`config.mk`:
```
export PLATFORM = sky130hd
export DESIGN_NAME = twos_comp_unit
export DESIGN_NICKNAME = d
export VERILOG_FILES = /design/src/rtl/twos_comp_unit.sv
export SDC_FILE = /design/constraint.sdc
export NUM_CORES = 1
export LEC_CHECK = 0
export BUFFER_PORTS_ARGS = -buffer_cell sky130_fd_sc_hd__buf_4
export CAP_MARGIN = 25
export CORE_UTILIZATION = 53
export CTS_BUF_LIST = sky130_fd_sc_hd__clkbuf_16
export DETAILED_ROUTE_END_ITERATION = 7
export GPL_TIMING_DRIVEN = 0
export PLACE_DENSITY_LB_ADDON = 0.12
export SLEW_MARGIN = 30
export SYNTH_ARGS = -nofsm -noshare
export SYNTH_HDL_FRONTEND = slang
export SYNTH_SLANG_ARGS = --single-unit
```
`constraint.sdc`:
```
create_clock -name clk -period 1.6 [get_ports clk]
set_input_delay 0.24 -clock clk [delete_from_list [all_inputs] [get_ports clk]]
set_output_delay 0.24 -clock clk [all_outputs]
set_load 0.005 [all_outputs]
```
`src/rtl/twos_comp_unit.sv`:
```
// Multi-cycle two's-complement / sign unit: pass, negate, abs, one's complement.
// The operand is processed CHUNK bits per cycle, LSB first, with a registered carry.
module twos_comp_unit #(
    parameter int WIDTH = 8,
    parameter int CHUNK = 2
) (
    input  logic             clk,
    input  logic             reset,
    input  logic             in_valid,
    output logic             in_ready,
    input  logic [WIDTH-1:0] in_data,
    input  logic [1:0]       in_op,
    output logic             out_valid,
    input  logic             out_ready,
    output logic [WIDTH-1:0] out_data,
    output logic             out_ovf,
    output logic             out_zero
);

    localparam int NCHUNK = WIDTH / CHUNK;
    localparam int CW     = (NCHUNK > 1) ? $clog2(NCHUNK) : 1;
    localparam logic [WIDTH-1:0] MIN_VAL = {1'b1, {(WIDTH-1){1'b0}}};

    typedef enum logic [1:0] {
        IDLE = 2'd0,
        BUSY = 2'd1,
        DONE = 2'd2
    } state_t;

    typedef enum logic [1:0] {
        OP_PASS = 2'b00,
        OP_NEG  = 2'b01,
        OP_ABS  = 2'b10,
        OP_INV  = 2'b11
    } op_t;

    state_t            state_q, state_d;
    logic [WIDTH-1:0]  work_q, work_d;
    logic [CW-1:0]     cnt_q, cnt_d;
    logic              carry_q, carry_d;
    logic              inv_q, inv_d;
    logic              ovf_q, ovf_d;
    logic [WIDTH-1:0]  out_data_q, out_data_d;
    logic              out_ovf_q, out_ovf_d;
    logic              out_zero_q, out_zero_d;

    logic              sign;
    logic              is_neg, is_abs, is_inv;
    logic [CHUNK-1:0]  chunk;
    logic [CHUNK:0]    sum;

    assign in_ready  = (state_q == IDLE);
    assign out_valid = (state_q == DONE);
    assign out_data  = out_data_q;
    assign out_ovf   = out_ovf_q;
    assign out_zero  = out_zero_q;

    assign sign   = in_data[WIDTH-1];
    assign is_neg = (in_op == OP_NEG);
    assign is_abs = (in_op == OP_ABS);
    assign is_inv = (in_op == OP_INV);

    // Result chunks shift in from the top while operand chunks leave at the bottom.
    assign chunk = work_q[CHUNK-1:0];
    assign sum   = {1'b0, (inv_q ? ~chunk : chunk)} + {{CHUNK{1'b0}}, carry_q};

    always_comb begin
        state_d    = state_q;
        work_d     = work_q;
        cnt_d      = cnt_q;
        carry_d    = carry_q;
        inv_d      = inv_q;
        ovf_d      = ovf_q;
        out_data_d = out_data_q;
        out_ovf_d  = out_ovf_q;
        out_zero_d = out_zero_q;

        unique case (state_q)
            IDLE: begin
                if (in_valid) begin
                    state_d = BUSY;
                    work_d  = in_data;
                    cnt_d   = '0;
                    inv_d   = is_neg | is_inv | (is_abs & sign);
                    carry_d = is_neg | (is_abs & sign);
                    ovf_d   = (is_neg | is_abs) && (in_data == MIN_VAL);
                end
            end
            BUSY: begin
                work_d  = (work_q >> CHUNK)
                        | (WIDTH'(sum[CHUNK-1:0]) << (WIDTH - CHUNK));
                carry_d = sum[CHUNK];
                cnt_d   = cnt_q + CW'(1);
                if (cnt_q == CW'(NCHUNK - 1)) begin
                    state_d    = DONE;
                    cnt_d      = '0;
                    out_data_d = work_d;
                    out_ovf_d  = ovf_q;
                    out_zero_d = (work_d == '0);
                end
            end
            DONE: begin
                if (out_ready) begin
                    state_d = IDLE;
                end
            end
            default: begin
                state_d = IDLE;
            end
        endcase
    end

    always_ff @(posedge clk or posedge reset) begin
        if (reset) begin
            state_q    <= IDLE;
            work_q     <= '0;
            cnt_q      <= '0;
            carry_q    <= 1'b0;
            inv_q      <= 1'b0;
            ovf_q      <= 1'b0;
            out_data_q <= '0;
            out_ovf_q  <= 1'b0;
            out_zero_q <= 1'b0;
        end else begin
            state_q    <= state_d;
            work_q     <= work_d;
            cnt_q      <= cnt_d;
            carry_q    <= carry_d;
            inv_q      <= inv_d;
            ovf_q      <= ovf_d;
            out_data_q <= out_data_d;
            out_ovf_q  <= out_ovf_d;
            out_zero_q <= out_zero_d;
        end
    end

endmodule

```
Yosys cells after proc, flatten, opt, wreduce, memory -nomap -nowiden
Index checks and enable logic that the tools add are counted.
Storage, ports and cells
  word-level logic and storage cells: 48
  bits in read-only memories: 0
  latch bits: 0
  register bits after elaboration: 25
  memories kept: 0
  RAM bits: 0
Cells by class
  mux-type cells: 12
  $mul: 0
  bitwise logic cells: 7
  eq/ne operators: 10
  div/mod/pow operators: 0
  $lt $le $gt $ge: 0
  $add $sub $neg: 2
  shifts and indexed selects: 0
  reduce and logical (&&, ||, !) cells: 8
Operator list (number)
  $pmux W8 S2: 1
  $mux W2: 6
  $eq A2 B2 Y1 const B: 4
  $eq A8 B8 Y1 const B: 1
  $logic_not A8 Y1: 1
  $mux W8: 1
  $or A6 B8 Y8: 1
  $pmux W2 S3: 1
  $reduce_and A2 Y1: 3
  $eq A2 B1 Y1 const B: 2
  $ne A2 B2 Y1 const B: 2
  $or A1 B1 Y1: 4
  $pmux W2 S2: 1
  $add A2 B1 Y3: 1
  $reduce_and A3 Y1: 1
  $add A2 B1 Y2 const B: 1
  $logic_not A2 Y1: 1
  $ne A2 B1 Y1 const B: 1
  $not A2 Y2: 1
  $pmux W1 S2: 1
  $reduce_bool A2 Y1: 1
  $and A1 B1 Y1: 1
  $logic_and A1 B1 Y1: 1
  $mux W1: 1

Longest topological paths before layout
  depth in word-level cells: 5
  gate-level depth with buffers: 6

Least setup slack after synthesis
OpenSTA, ideal clock, no wires.
  path type: register -> register
  start point: register inv_q
  end point: register out_zero_q (netlist: out_zero)
  library setup time: 0.083 ns
  data arrival time: 1.347 ns
  setup slack: 0.170 ns
  clock period less this slack: 1.430 ns
  buffers on the path: 0
  stages on the path, launching flop included: 7
  path through: dfrtp_1 > xor2_1 > ha_1 > ha_1 > nor4_1 > nand2_1 > o21ai_0
On the way
  word-level cells in the longest chain between the ends: 4
RTL lines
  start, declared: RTL line 41  | logic inv_q, inv_d;
  start signal, assigned: RTL line 129  | inv_q <= inv_d;
  $mux W2: RTL line 65  | assign sum = {1'b0, (inv_q ? ~chunk : chunk)} + {{CHUNK{1'b0}}, carry_q};
  $add A2 B1 Y3: RTL line 65
  via sum[1]: RTL line 50  | logic [CHUNK:0] sum;
  $or A6 B8 Y8: RTL line 91  | | (WIDTH'(sum[CHUNK-1:0]) << (WIDTH - CHUNK));
  $logic_not A8 Y1: RTL line 99  | out_zero_d = (work_d == '0);
  end signal, assigned: RTL line 133  | out_zero_q <= out_zero_d;
  end, declared: RTL line 45  | logic out_zero_q, out_zero_d;
The timed path passes the listed nets, and every way through them passes these cells.
A chain may end at the register's enable or synchronous reset.

Worst setup path after layout
Same ends and word-level chain as after synthesis.

==> run_summary.xml <==
<?xml version="1.0" encoding="UTF-8"?>
<metrics>
  <group name="job">
    <metric name="cap_viol_max_count" unit="">0</metric>
  </group>
  <group name="power_and_ir_drop">
    <metric name="power" unit="mW">3.28</metric>
    <metric name="cellPowerDensity" unit="nW/um2">2020</metric>
    <metric name="irDropWorstVdd" unit="mV">1.30</metric>
    <metric name="power.leakage" unit="nW">0.808</metric>
  </group>
  <group name="cts">
    <metric name="clock_path_buffers" unit="">2</metric>
    <metric name="cts_sinks" unit="">25</metric>
    <metric name="cts_hold_repair.buffers" unit="">0</metric>
    <metric name="clk_pin_slew" unit="ps">60</metric>
    <metric name="numCtsBuffers" unit="">3</metric>
    <metric name="cts-htree-levels" unit="">1</metric>
    <metric name="number_of_post_cts_setup_repair_buffers" unit="">0</metric>
    <metric name="cts_tree" unit="">built</metric>
    <metric name="clock_latency" unit="ps">260</metric>
    <metric name="ctsRootBufferMaster" unit="">sky130_fd_sc_hd__clkbuf_16</metric>
  </group>
  <group name="route">
    <metric name="final_antenna_net_count" unit="">0</metric>
    <metric name="totalWireLength" unit="um">2540</metric>
    <metric name="initialDrtViolationCount" unit="">10</metric>
    <metric name="drt_first_pass_iters" unit="">4</metric>
    <metric name="dr_total_vias" unit="">960</metric>
    <metric name="routed_wire_length_per_instance" unit="um">14.8</metric>
    <metric name="viasPerCell" unit="">5.58</metric>
    <metric name="route.detailed.drc" unit="">0</metric>
  </group>
  <group name="synth">
    <metric name="synth_commonest_cells" unit="">sky130_fd_sc_hd__dfrtp_1 (25), sky130_fd_sc_hd__nand2_1 (11), sky130_fd_sc_hd__a21oi_1 (9), sky130_fd_sc_hd__o21ai_1 (7)</metric>
    <metric name="yosys.area.top_type_share" unit="">0.485</metric>
    <metric name="synth_seq_cells" unit="">25</metric>
    <metric name="post_synthesis_async_set_or_reset_flop_share" unit="">1.00</metric>
    <metric name="post_synth.cell_area_avg" unit="um2">11.2</metric>
    <metric name="synthesis.area" unit="um2">1290</metric>
    <metric name="yosys.cell_count.top_type" unit="">sky130_fd_sc_hd__dfrtp_1</metric>
    <metric name="netlist.top_cell.by_area" unit="">sky130_fd_sc_hd__dfrtp_1</metric>
    <metric name="syn-num-nets" unit="">135</metric>
    <metric name="synth.yosys.warnings" unit="">0</metric>
    <metric name="synth-edff-count" unit="">0</metric>
    <metric name="synth_sequential_area_ratio" unit="">0.485</metric>
    <metric name="synth.area.top_cells" unit="">sky130_fd_sc_hd__dfrtp_1 (48%), sky130_fd_sc_hd__ha_1 (5.8%), sky130_fd_sc_hd__mux2_4 (5.8%)</metric>
    <metric name="yosysUniqueCellTypes" unit="">33</metric>
    <metric name="netlist_instances" unit="">115</metric>
    <metric name="postSynth.topFlopCell" unit="">sky130_fd_sc_hd__dfrtp_1</metric>
  </group>
  <group name="final_layout">
    <metric name="diodes" unit="">0</metric>
    <metric name="final_design_utilization" unit="">0.720</metric>
    <metric name="flow.area_growth_from_synthesis" unit="%">25.8</metric>
    <metric name="nets" unit="">165</metric>
    <metric name="final_cell_count_no_fill" unit="">172</metric>
    <metric name="post_route_cells_drive_above_1_share" unit="">0.347</metric>
  </group>
  <group name="sta">
    <metric name="timing_worst_slew_pin_value" unit="ps">508</metric>
    <metric name="finalCriticalPeriod" unit="ps">1500</metric>
    <metric name="fin_skew" unit="ps">5.42</metric>
    <metric name="timing.slew.headroom" unit="">0.661</metric>
    <metric name="setup_viol" unit="">0</metric>
    <metric name="timing_max_transition_violations_final" unit="">0</metric>
    <metric name="final_min_period_over_clock_period" unit="">0.936</metric>
    <metric name="max_freq" unit="MHz">668</metric>
    <metric name="rsz_0062_raised_after_global_routing" unit="">no</metric>
    <metric name="hold_viol" unit="">0</metric>
  </group>
  <group name="global_route">
    <metric name="globalRouteMet1Util" unit="">0.278</metric>
    <metric name="largest_net_degree_at_the_start_of_global_routing" unit="">26</metric>
    <metric name="via_count_of_the_first_global_routing_pass" unit="">932</metric>
    <metric name="grt_first_pass_wirelength" unit="um">4250</metric>
    <metric name="grt_remaining_overflow" unit="">0</metric>
    <metric name="globalRouteTotalUtil" unit="">0.227</metric>
    <metric name="globalRouteMet3Util" unit="">0.0446</metric>
    <metric name="global_route.usage.met2" unit="">0.382</metric>
    <metric name="antenna_found_initial" unit="">0</metric>
    <metric name="grt.busiest_layer" unit="">met2</metric>
  </group>
  <group name="worst_setup_path">
    <metric name="crit_arrival" unit="ps">1690</metric>
    <metric name="worstSetupEndpointType" unit="">flop</metric>
    <metric name="required" unit="ps">1790</metric>
    <metric name="cp_max_fo" unit="">3</metric>
    <metric name="critical_path.startpoint_type" unit="">flop</metric>
    <metric name="critical_path_class" unit="">reg -&gt; reg</metric>
  </group>
  <group name="floorplanning">
    <metric name="placement_rows" unit="">17</metric>
    <metric name="core" unit="um2">2250</metric>
    <metric name="die_area" unit="um2">2640</metric>
    <metric name="chipHeight" unit="um">51.3</metric>
    <metric name="num_io_pins" unit="">26</metric>
    <metric name="initial_standard_cell_utilization_of_the_core" unit="">0.572</metric>
    <metric name="horizontal_die_dimension" unit="um">51.3</metric>
  </group>
  <group name="place">
    <metric name="total_half_perimeter_wirelength_after_legalization_and_detailed_placement" unit="um">1860</metric>
    <metric name="dpl.cell_count" unit="">168</metric>
    <metric name="port_buffers" unit="">25</metric>
    <metric name="weighted_congestion_at_the_end_of_routability_driven_global_placement" unit="">0.810</metric>
  </group>
  <group name="status">
    <metric name="outcome" unit="">finished, final reports clean</metric>
  </group>
  <group name="worst_hold_path">
    <metric name="hold_path_class" unit="">in -&gt; async</metric>
  </group>
</metrics>
==> power by group <==
part	total [mW]	switching [mW]	internal (mW)	leakage (nW)
clock	0.549	0.213	0.337	0.0409
combinational	1.53	0.677	0.854	0.457
sequential	1.20	0.264	0.933	0.310
==> area by class of cell <==
class / instances / area (um2)
fillers: 162 / 632
flip-flops and latches: 25 / 626
multi-input cells: 78 / 624
repair buffers: 25 / 188
clock buffers: 3 / 75.1
plain buffers: 5 / 43.8
well taps: 28 / 35.0
inverters: 7 / 26.3
clock inverters: 1 / 5.00
==> final timing paths <==
path                           start           to  slack, ps  cells after the start
max                            inv_q     out_zero        100                      6
min                            reset     out_zero         10                      2
max reg2reg                    inv_q     out_zero        100                      6
min reg2reg                  out_ovf      out_ovf        480                      2
max in group asynchronous      reset  out_data[3]       1240                      2
min in group clk           out_ready   state_q[1]        150                      2
==> sequential cells by signal (all words and copies together) (netlist names) <==
signal,flops
state_q,2
cnt_q,2
work_q,8
carry_q,1
out_zero,1
ovf_q,1
out_ovf,1
out_data,8
inv_q,1
==> layer usage <==
metal  up-vias  wire length, um
met1       468             1080
li1        461                -
met3         5               92
met5         -                0
met2        26             1320
met4         0               55
==> logic make-up after synthesis <==
logic type	share of synthesized area
xor gates and xnor gates	0.0136
muxes	0.0921
and+or+nand+nor	0.167
adders and majority gates	0.0582
DFF	0.485
AOI/OAI and AO/OA	0.130
buffers and inverters	0.0543
==> stage by stage <==
stage	hold slack [ps]	setup TNS, ps	worst slack, ps	cell area (um2)
floorplan	267	0	170	1290
global placement	418	-7.04	-7.04	1510
detailed placement	430	-24.2	-24.2	1510
CTS	152	0	17.4	1600
global route	71.2	0	0.503	1620
finish	14.7	0	102	1620
==> cell usage in the layout, fill, tap and decap left out, drive strengths merged, types with 6 or more instances in the layout <==
cell type,instances
mux2,8
buf,30
inv,7
nand2,11
ha,6
and3b,6
o21ai,12
dfrtp,25
a21oi,9
==> worst max-delay path: stages, from the launching register on <==
cell	delay, ps
sky130_fd_sc_hd__dfrtp_1	420
sky130_fd_sc_hd__xor2_1	180
sky130_fd_sc_hd__ha_2	210
sky130_fd_sc_hd__ha_4	210
sky130_fd_sc_hd__nor4_4	210
sky130_fd_sc_hd__nand2_1	70
sky130_fd_sc_hd__o21ai_1	110
==> what timing repair did <==
item,4_1_cts,5_1_grt
endpoints found under the hold margin,0,0
resized for setup,1,4
endpoints found under the setup margin,1,1
pin swaps,0,1
No activity file was read; power rests on OpenSTA's default activity.
